`src/rtl/pipe_pkg.sv`:
```
// Shared types for the ID->EX pipeline stage: control bundle layout,
// writeback-select encodings and the canonical entry layout at default widths.
package pipe_pkg;

    localparam int XLEN_DEF   = 32;
    localparam int REG_AW_DEF = 5;
    localparam int ALU_CTRL_W = 5;

    // Writeback source select carried in ctrl.mem_to_reg
    localparam logic [1:0] MEM_TO_REG_ALU = 2'd0;
    localparam logic [1:0] MEM_TO_REG_MEM = 2'd1;
    localparam logic [1:0] MEM_TO_REG_PC4 = 2'd2;
    localparam logic [1:0] MEM_TO_REG_IMM = 2'd3;

    typedef struct packed {
        logic [ALU_CTRL_W-1:0] alu_control;
        logic                  alu_src;
        logic                  mem_write;
        logic                  reg_write;
        logic [1:0]            mem_to_reg;
    } id_ex_ctrl_t;

    // Entry layout at the default widths; the top rebuilds the same layout
    // locally so that XLEN/REG_AW overrides remain possible.
    typedef struct packed {
        logic [XLEN_DEF-1:0]   pc;
        logic [XLEN_DEF-1:0]   rd1;
        logic [XLEN_DEF-1:0]   rd2;
        logic [XLEN_DEF-1:0]   imm;
        logic [XLEN_DEF-1:0]   btarget;
        logic [REG_AW_DEF-1:0] rs1;
        logic [REG_AW_DEF-1:0] rs2;
        logic [REG_AW_DEF-1:0] rd;
        id_ex_ctrl_t           ctrl;
    } id_ex_entry_t;

endpackage

```
`src/rtl/pipe_skid_buf.sv`:
```
// Generic two-entry elastic register (main + skid) with flush.
// in_ready is a pure register output so the downstream ready never
// combinationally reaches the upstream ready.
module pipe_skid_buf #(
    parameter type T = logic [7:0]
) (
    input  logic clk,
    input  logic rst,        // asynchronous, active-low
    input  logic flush,
    input  logic in_valid,
    output logic in_ready,
    input  T     in_data,
    output logic out_valid,
    input  logic out_ready,
    output T     out_data
);

    logic m_valid;
    logic s_valid;
    T     m_data;
    T     s_data;

    logic accept;
    logic consume;
    logic m_load;

    // Skid entry is only occupied while main is stalled, so refusing new
    // input whenever it is full is enough to prevent overflow.
    assign in_ready  = ~s_valid;
    assign accept    = in_valid & in_ready;
    assign consume   = m_valid & out_ready;
    assign m_load    = ~m_valid | consume;

    assign out_valid = m_valid;
    assign out_data  = m_data;

    // Occupancy flags: main refills from skid first to keep FIFO order
    always_ff @(posedge clk or negedge rst) begin
        if (!rst) begin
            m_valid <= 1'b0;
            s_valid <= 1'b0;
        end else if (flush) begin
            m_valid <= 1'b0;
            s_valid <= 1'b0;
        end else if (m_load) begin
            if (s_valid) begin
                m_valid <= 1'b1;
                s_valid <= 1'b0;
            end else begin
                m_valid <= accept;
            end
        end else if (accept) begin
            s_valid <= 1'b1;
        end
    end

    // Payload registers; contents of empty entries are simply left stale
    always_ff @(posedge clk or negedge rst) begin
        if (!rst) begin
            m_data <= '0;
            s_data <= '0;
        end else if (!flush) begin
            if (m_load) begin
                if (s_valid) begin
                    m_data <= s_data;
                end else if (accept) begin
                    m_data <= in_data;
                end
            end else if (accept) begin
                s_data <= in_data;
            end
        end
    end

endmodule

```
`src/rtl/pipeline_id_ex_elastic.sv`:
```
// ID->EX pipeline stage: elastic two-entry register carrying decode results
// to execute, with the branch target precomputed on capture and the control
// bundle forced to zero whenever no valid instruction is presented.
module pipeline_id_ex_elastic
    import pipe_pkg::*;
#(
    parameter int XLEN   = XLEN_DEF,
    parameter int REG_AW = REG_AW_DEF
) (
    input  logic              clk,
    input  logic              rst,     // asynchronous, active-low
    input  logic              flush,

    input  logic              id_valid,
    output logic              id_ready,
    input  logic [XLEN-1:0]   id_pc,
    input  logic [XLEN-1:0]   id_rd1,
    input  logic [XLEN-1:0]   id_rd2,
    input  logic [XLEN-1:0]   id_imm,
    input  logic [REG_AW-1:0] id_rs1,
    input  logic [REG_AW-1:0] id_rs2,
    input  logic [REG_AW-1:0] id_rd,
    input  id_ex_ctrl_t       id_ctrl,

    output logic              ex_valid,
    input  logic              ex_ready,
    output logic [XLEN-1:0]   ex_pc,
    output logic [XLEN-1:0]   ex_rd1,
    output logic [XLEN-1:0]   ex_rd2,
    output logic [XLEN-1:0]   ex_imm,
    output logic [XLEN-1:0]   ex_branch_target,
    output logic [REG_AW-1:0] ex_rs1,
    output logic [REG_AW-1:0] ex_rs2,
    output logic [REG_AW-1:0] ex_rd,
    output id_ex_ctrl_t       ex_ctrl
);

    typedef struct packed {
        logic [XLEN-1:0]   pc;
        logic [XLEN-1:0]   rd1;
        logic [XLEN-1:0]   rd2;
        logic [XLEN-1:0]   imm;
        logic [XLEN-1:0]   btarget;
        logic [REG_AW-1:0] rs1;
        logic [REG_AW-1:0] rs2;
        logic [REG_AW-1:0] rd;
        id_ex_ctrl_t       ctrl;
    } entry_t;

    localparam int CTRL_W = $bits(id_ex_ctrl_t);

    entry_t in_entry;
    entry_t out_entry;

    logic [CTRL_W-1:0] ctrl_raw;
    logic [CTRL_W-1:0] ctrl_gated;

    // Pack the decode bundle; branch target wraps modulo 2^XLEN
    always_comb begin
        in_entry         = '0;
        in_entry.pc      = id_pc;
        in_entry.rd1     = id_rd1;
        in_entry.rd2     = id_rd2;
        in_entry.imm     = id_imm;
        in_entry.btarget = id_pc + id_imm;
        in_entry.rs1     = id_rs1;
        in_entry.rs2     = id_rs2;
        in_entry.rd      = id_rd;
        in_entry.ctrl    = id_ctrl;
    end

    pipe_skid_buf #(
        .T (entry_t)
    ) u_skid (
        .clk       (clk),
        .rst       (rst),
        .flush     (flush),
        .in_valid  (id_valid),
        .in_ready  (id_ready),
        .in_data   (in_entry),
        .out_valid (ex_valid),
        .out_ready (ex_ready),
        .out_data  (out_entry)
    );

    assign ex_pc            = out_entry.pc;
    assign ex_rd1           = out_entry.rd1;
    assign ex_rd2           = out_entry.rd2;
    assign ex_imm           = out_entry.imm;
    assign ex_branch_target = out_entry.btarget;
    assign ex_rs1           = out_entry.rs1;
    assign ex_rs2           = out_entry.rs2;
    assign ex_rd            = out_entry.rd;

    // Bubbles must never write the register file or memory, so every
    // control bit is qualified by ex_valid.
    assign ctrl_raw = out_entry.ctrl;

    for (genvar gi = 0; gi < CTRL_W; gi++) begin : g_ctrl_gate
        assign ctrl_gated[gi] = ctrl_raw[gi] & ex_valid;
    end

    assign ex_ctrl = id_ex_ctrl_t'(ctrl_gated);

endmodule

```
`config.mk`:
```
export PLATFORM = sky130hd
export DESIGN_NAME = pipeline_id_ex_elastic
export DESIGN_NICKNAME = d
export VERILOG_FILES = /design/src/rtl/pipe_pkg.sv /design/src/rtl/pipe_skid_buf.sv /design/src/rtl/pipeline_id_ex_elastic.sv
export SDC_FILE = /design/constraint.sdc
export NUM_CORES = 1
export LEC_CHECK = 0
export CORE_AREA = 2 2 203 205
export CTS_CLUSTER_DIAMETER = 80
export CTS_CLUSTER_SIZE = 40
export DETAILED_ROUTE_END_ITERATION = 10
export DIE_AREA = 0 0 205 207
export PLACE_DENSITY_LB_ADDON = 0.05
export SLEW_MARGIN = 25
export SYNTH_ARGS = -nofsm -noshare
export SYNTH_HDL_FRONTEND = slang
export SYNTH_HIERARCHICAL = 1
export SYNTH_SLANG_ARGS = --single-unit
```
`constraint.sdc`:
```
create_clock -name clk -period 2 [get_ports clk]
set_clock_uncertainty 0.15 [all_clocks]
set_input_delay 0.3 -clock clk [delete_from_list [all_inputs] [get_ports clk]]
set_output_delay 0.3 -clock clk [all_outputs]
set_load 0.01 [all_outputs]
```
# Word-level counts from Yosys, hierarchy flattened
# Index checks and enable logic that the tools add are counted.
# classes
reduce_logical	5
muxes	8
add_sub_neg	1
n_bitwise	17
# ops
op	n
185-bit 2-to-1 mux	2
32-bit adder	1
1-bit AND	12
1-bit 2-to-1 mux	6
3-bit AND reduction	2
1-bit inverter	4
2-bit nonzero test	2
3-bit nonzero test	1
1-bit OR	1
# totals
out_inout_bits	187
in_bits	158
ff_bits	372

# Longest topological paths before layout
# depth
depth_word	5
mapped_depth	11
ltp_nobuf	11

# Hierarchy
# The synthesis kept the hierarchy.
# by_module_without_submodules
module	n_inst	cells_per_inst	seq_area_each_um2	area_each_um2
pipe_skid_buf	1	997	9308.9	16054.1
pipeline_id_ex_elastic	1	246	0.0	1788.0

# Worst setup path before layout
# No wires, ideal clock.
# synth_timing
path_kind	input-to-reg
startpoint	input port id_pc[0]
endpoint	register u_skid.m_data, in the netlist u_skid/out_data[41]
required_time_ps	1722
n_path_buf	0
cell_stages	11
t_arrival_ps	2843
path_slack_ps	-1120
path_cell_list	ha_1 -> fa_1 -> a21o_1 -> a221oi_4 -> o211ai_4 -> a31o_2 -> nor2b_4 -> a311oi_2 -> xnor2_1 -> mux2_2 -> mux2_1
# synth_lines
element	line_no	rtl
start: declaration	pipeline_id_ex_elastic.sv:16	input logic [XLEN-1:0] id_pc,
end signal: assignment	pipe_skid_buf.sv:65	m_data <= s_data;
end signal: assignment	pipe_skid_buf.sv:67	m_data <= in_data;
end: declaration	pipe_skid_buf.sv:20	T m_data;

==> summary.md <==
| Metric | Value |
|---|---|
| Status | `finished with violations` |
| Failing checks | `setup timing` |
| Final number of hold-violating endpoints | `0` |
| Flops & latches, synth | `between 300 and 400` |
| Leading cell types in the layout, fill and taps excluded | `dfrtp_1, mux2_2, clkdlybuf4s50_1` |
| Max cap viols | `0` |
| Final ANT Viol Nets | `0` |
| Worst R2R Path Depth | `5` |
| Layout Nets | `1982` |
| Number of synthesized flops with an enable pin | `0` |
| Final Slew Violations | `0` |
| Cell mode on critical path | `mux2_4` |
| Synth top area cells | `dfrtp_1, mux2_2, mux2_1, ha_1, buf_4` |
| Hold EP | `u_skid/s_data[60]$_DFFE_PN0P_` |
| Minimum clock period | `2.66 ns` |
| Ant. Diodes | `0` |
| Worst-Margin Slew | `~0.42 ns` |
| Number of antenna violations at the first check in global routing | `5` |
| Worst Setup SP | `id_pc[0]` |
| GRT overflow | `0` |
| Critical Path End Type | `flop` |
| Die height | `slightly above 200 um` |
| Clock Tree Root | `clkbuf_16` |
| Pwr Total | `roughly 22 mW` |
| Synth Area per Inst | `between 10 and 15 um2` |
| Maximum clock frequency | `roughly 380 MHz` |
| WL/cell | `just under 20 um` |
| Clock Tree Buf Depth | `3` |
| Slowest CP cell | `fa_2` |
| Routed vias/inst | `between 5 and 6` |
| Post-DP HPWL | `approximately 33 mm` |
| CTS sink cnt | `between 300 and 400` |
| Power Density | `approximately 860 nW/um2` |
| Setup ws final | `-0.657 ns` |
| DP Worst Slack | `-1.71 ns` |
| Synth Net Count | `between 1k and 1.5k` |
| CTS Buf Count | `23` |
| RSZ-0062 raised after global routing | `yes` |
| Initial core utilization | `between 40% and 50%` |
| R2R setup slack | `~0.060 ns` |
| Register area share after synthesis | `52.2%` |
| Crit Path Class | `input pin to flop` |
| Cell area after synthesis | `17800 um2` |
| Min-Delay Path Class | `input pin to flop` |
| Worst hold start | `id_imm[3]` |
| Endpoints failing setup | `44` |
| Final period utilization | `133%` |
| Drt total wl | `~46 mm` |
| Async S/R FF share, synth | `100%` |
| Total global-route track usage | `21.1%` |
| Row cnt | `74` |
| Die W | `205 um` |
| Global-route wire length before repair | `a little over 70 mm` |
| CP Cell Sequence | `buf_8, ha_4, fa_2, a21o_1, a221oi_4, o211ai_4, a31o_4, nor2b_4, a311oi_2, xnor2_1, mux2_4, mux2_4` |
| Synth warn | `6` |
| Multi-input logic area | `roughly 9000 um2` |
| # DRC | `0` |
| Port-buffer cells | `344` |
| Crit path launch type | `input pin` |
| Pin count of the biggest net entering global routing | `63` |
| Reg2Reg Launch Point | `u_skid/s_valid$_DFFE_PN0P_` |
| VDD IR max | `0.000711 V` |
| Reg area | `9310 um2` |
| Number of DRC markers in iteration 0 | `284` |
| Die Area | `between 40000 and 50000 um2` |
| Fraction of layout instances using a drive strength above 1 | `39.8%` |
| Compound-Gate Fraction of Synth Area | `between 3 and 4%` |
| Adder-Cell Fraction of Synth Area | `roughly 2.3%` |
| WHS Path Cells | `3` |
| Clk slew on worst S/H paths | `~0.10 ns` |
| Num ports | `between 300 and 400` |
| Post-synthesis mux area share | `a little over a third` |
| CTS tree | `built` |
| Critical Path Fanout Max | `4` |
| Ys flop type | `dfrtp_1` |
| Simple-gate share of the synthesized area | `approximately 2.4%` |
| Core ar. | `between 40000 and 50000 um2` |
| Cell taking the most area after synthesis | `dfrtp_1` |
| Critical path arrival | `between 2 and 3 ns` |
| H-tree levels | `1` |
| Post-synthesis cell count | `1243` |
| Vias in the first global route | `about 13k` |
| RR Endpoint | `u_skid/out_data[119]$_DFFE_PN0P_` |
| GPL Wtd Cong | `between 0.8 and 0.9` |
| Area delta synth->final | `43.5%` |
| Max_slew headroom | `between 70% and 80%` |
| Vias post-DR | `12.0k` |
| Critical Path Max Stage Delay | `0.34 ns` |
| Distinct cells, synth | `between 50 and 60` |
| Worst-skew pair later-pin latency | `between 0.5 and 0.6 ns` |
| Fillers | `3208` |
| Required time of the worst setup path | `2.29 ns` |
| Xor and xnor area share after synthesis | `approximately 1.5%` |
| DRT Pass-1 Iters | `4` |
| Largest family of logic cells by synthesized area | `multiplexers` |
| Pleak | `11.3 nW` |
| Post-synth top area share | `52.2%` |
| Commonest non-fill, non-tap cell in the layout | `dfrtp_1` |
## state kept, by name (all words and copies together), names as in the netlist
register          flops
u_skid/out_valid      1
u_skid/out_data     185
u_skid/s_data       185
u_skid/s_valid        1
## synthesized netlist by cell type, types with 13 or more instances
cell / instances
dfrtp_1: 372
mux2_2: 303
mux2_1: 252
ha_1: 31
a21oi_1: 27
buf_4: 27
buf_2: 21
nor2_1: 21
nand2_1: 19
xnor2_1: 18
o21ai_0: 13
## worst max-delay path by stage
stage / depth (start not counted) / end / slack, ns
finish: 12 / u_skid/out_data[41]$_DFFE_PN0P_ / -0.66
global route: 12 / u_skid/out_data[41]$_DFFE_PN0P_ / -0.69
CTS: 12 / u_skid/out_data[55]$_DFFE_PN0P_ / -0.68
detailed placement: 12 / u_skid/out_data[55]$_DFFE_PN0P_ / -1.71
global placement: 12 / u_skid/out_data[55]$_DFFE_PN0P_ / -1.66
floorplan: 11 / u_skid/out_data[41]$_DFFE_PN0P_ / -0.94
## per-layer routing
metal	vias up	track usage (%)	part of all wire, %
met5	-	0	0.11
met4	10	4.59	1.5
met3	43	3.76	4.5
met2	215	35.5	49
met1	6168	28.5	45
li1	5602	-	-
## power by group
group	switching [mW]	total (mW)	internal [mW]	leakage, nW
registers	0.920	10.3	9.36	4.47
clock network	2.99	5.40	2.41	0.394
logic	2.53	6.44	3.91	6.45
total	6.44	22.1	15.7	11.3
## metrics by stage
stage	instances	TNS, ns	util (%)	hold WS, ns	cell area, um2
finish	2340	-13.04	63.4	0.0106	25600
global route	2340	-14.65	63.4	0.000237	25600
CTS	2313	-14.19	62.2	0.0103	25100
detailed placement	2232	-145.87	58.3	0.0850	23500
global placement	2232	-138.77	58.3	0.0846	23500
floorplan	1243	-22.66	-	-0.146	18100
## what timing repair did
item | in CTS | in global routing
buffers inserted | 20 | 17
gates resized for setup | 240 | 120
hold buffers | 21 | 14
setup endpoints to repair | 86 | 113
hold endpoints to repair | 396 | 14
pin swaps | 42 | 54
## layout make-up
class                           count  share of cell area [%]
Timing Repair Buffer              596                    22.7
Tap cell                          532                    2.60
Inverter                            8                   0.117
Multi-Input combinational cell    791                    35.1
Sequential cell                   372                    36.4
Clock buffer                       26                    2.37
Clock inverter                     15                   0.782
## cells by family after synthesis
| logic type | after synthesis |
|---|---|
| compound gates | 91 |
| xor+xnor | 30 |
| fa+ha+maj | 32 |
| buf+inv | 80 |
| flops | 372 |
| mux | 555 |
| simple gates | 83 |
## worst max-delay path, delay by kind of cell
family	cells	cell delay, ns
AOI/OAI and AO/OA	5	1.27
muxes	2	0.52
adders and majority gates	2	0.49
xor gates and xnor gates	1	0.13
and+or+nand+nor	1	0.12
buffers and inverters	1	0.10
No activity file was read; power rests on OpenSTA's default activity.
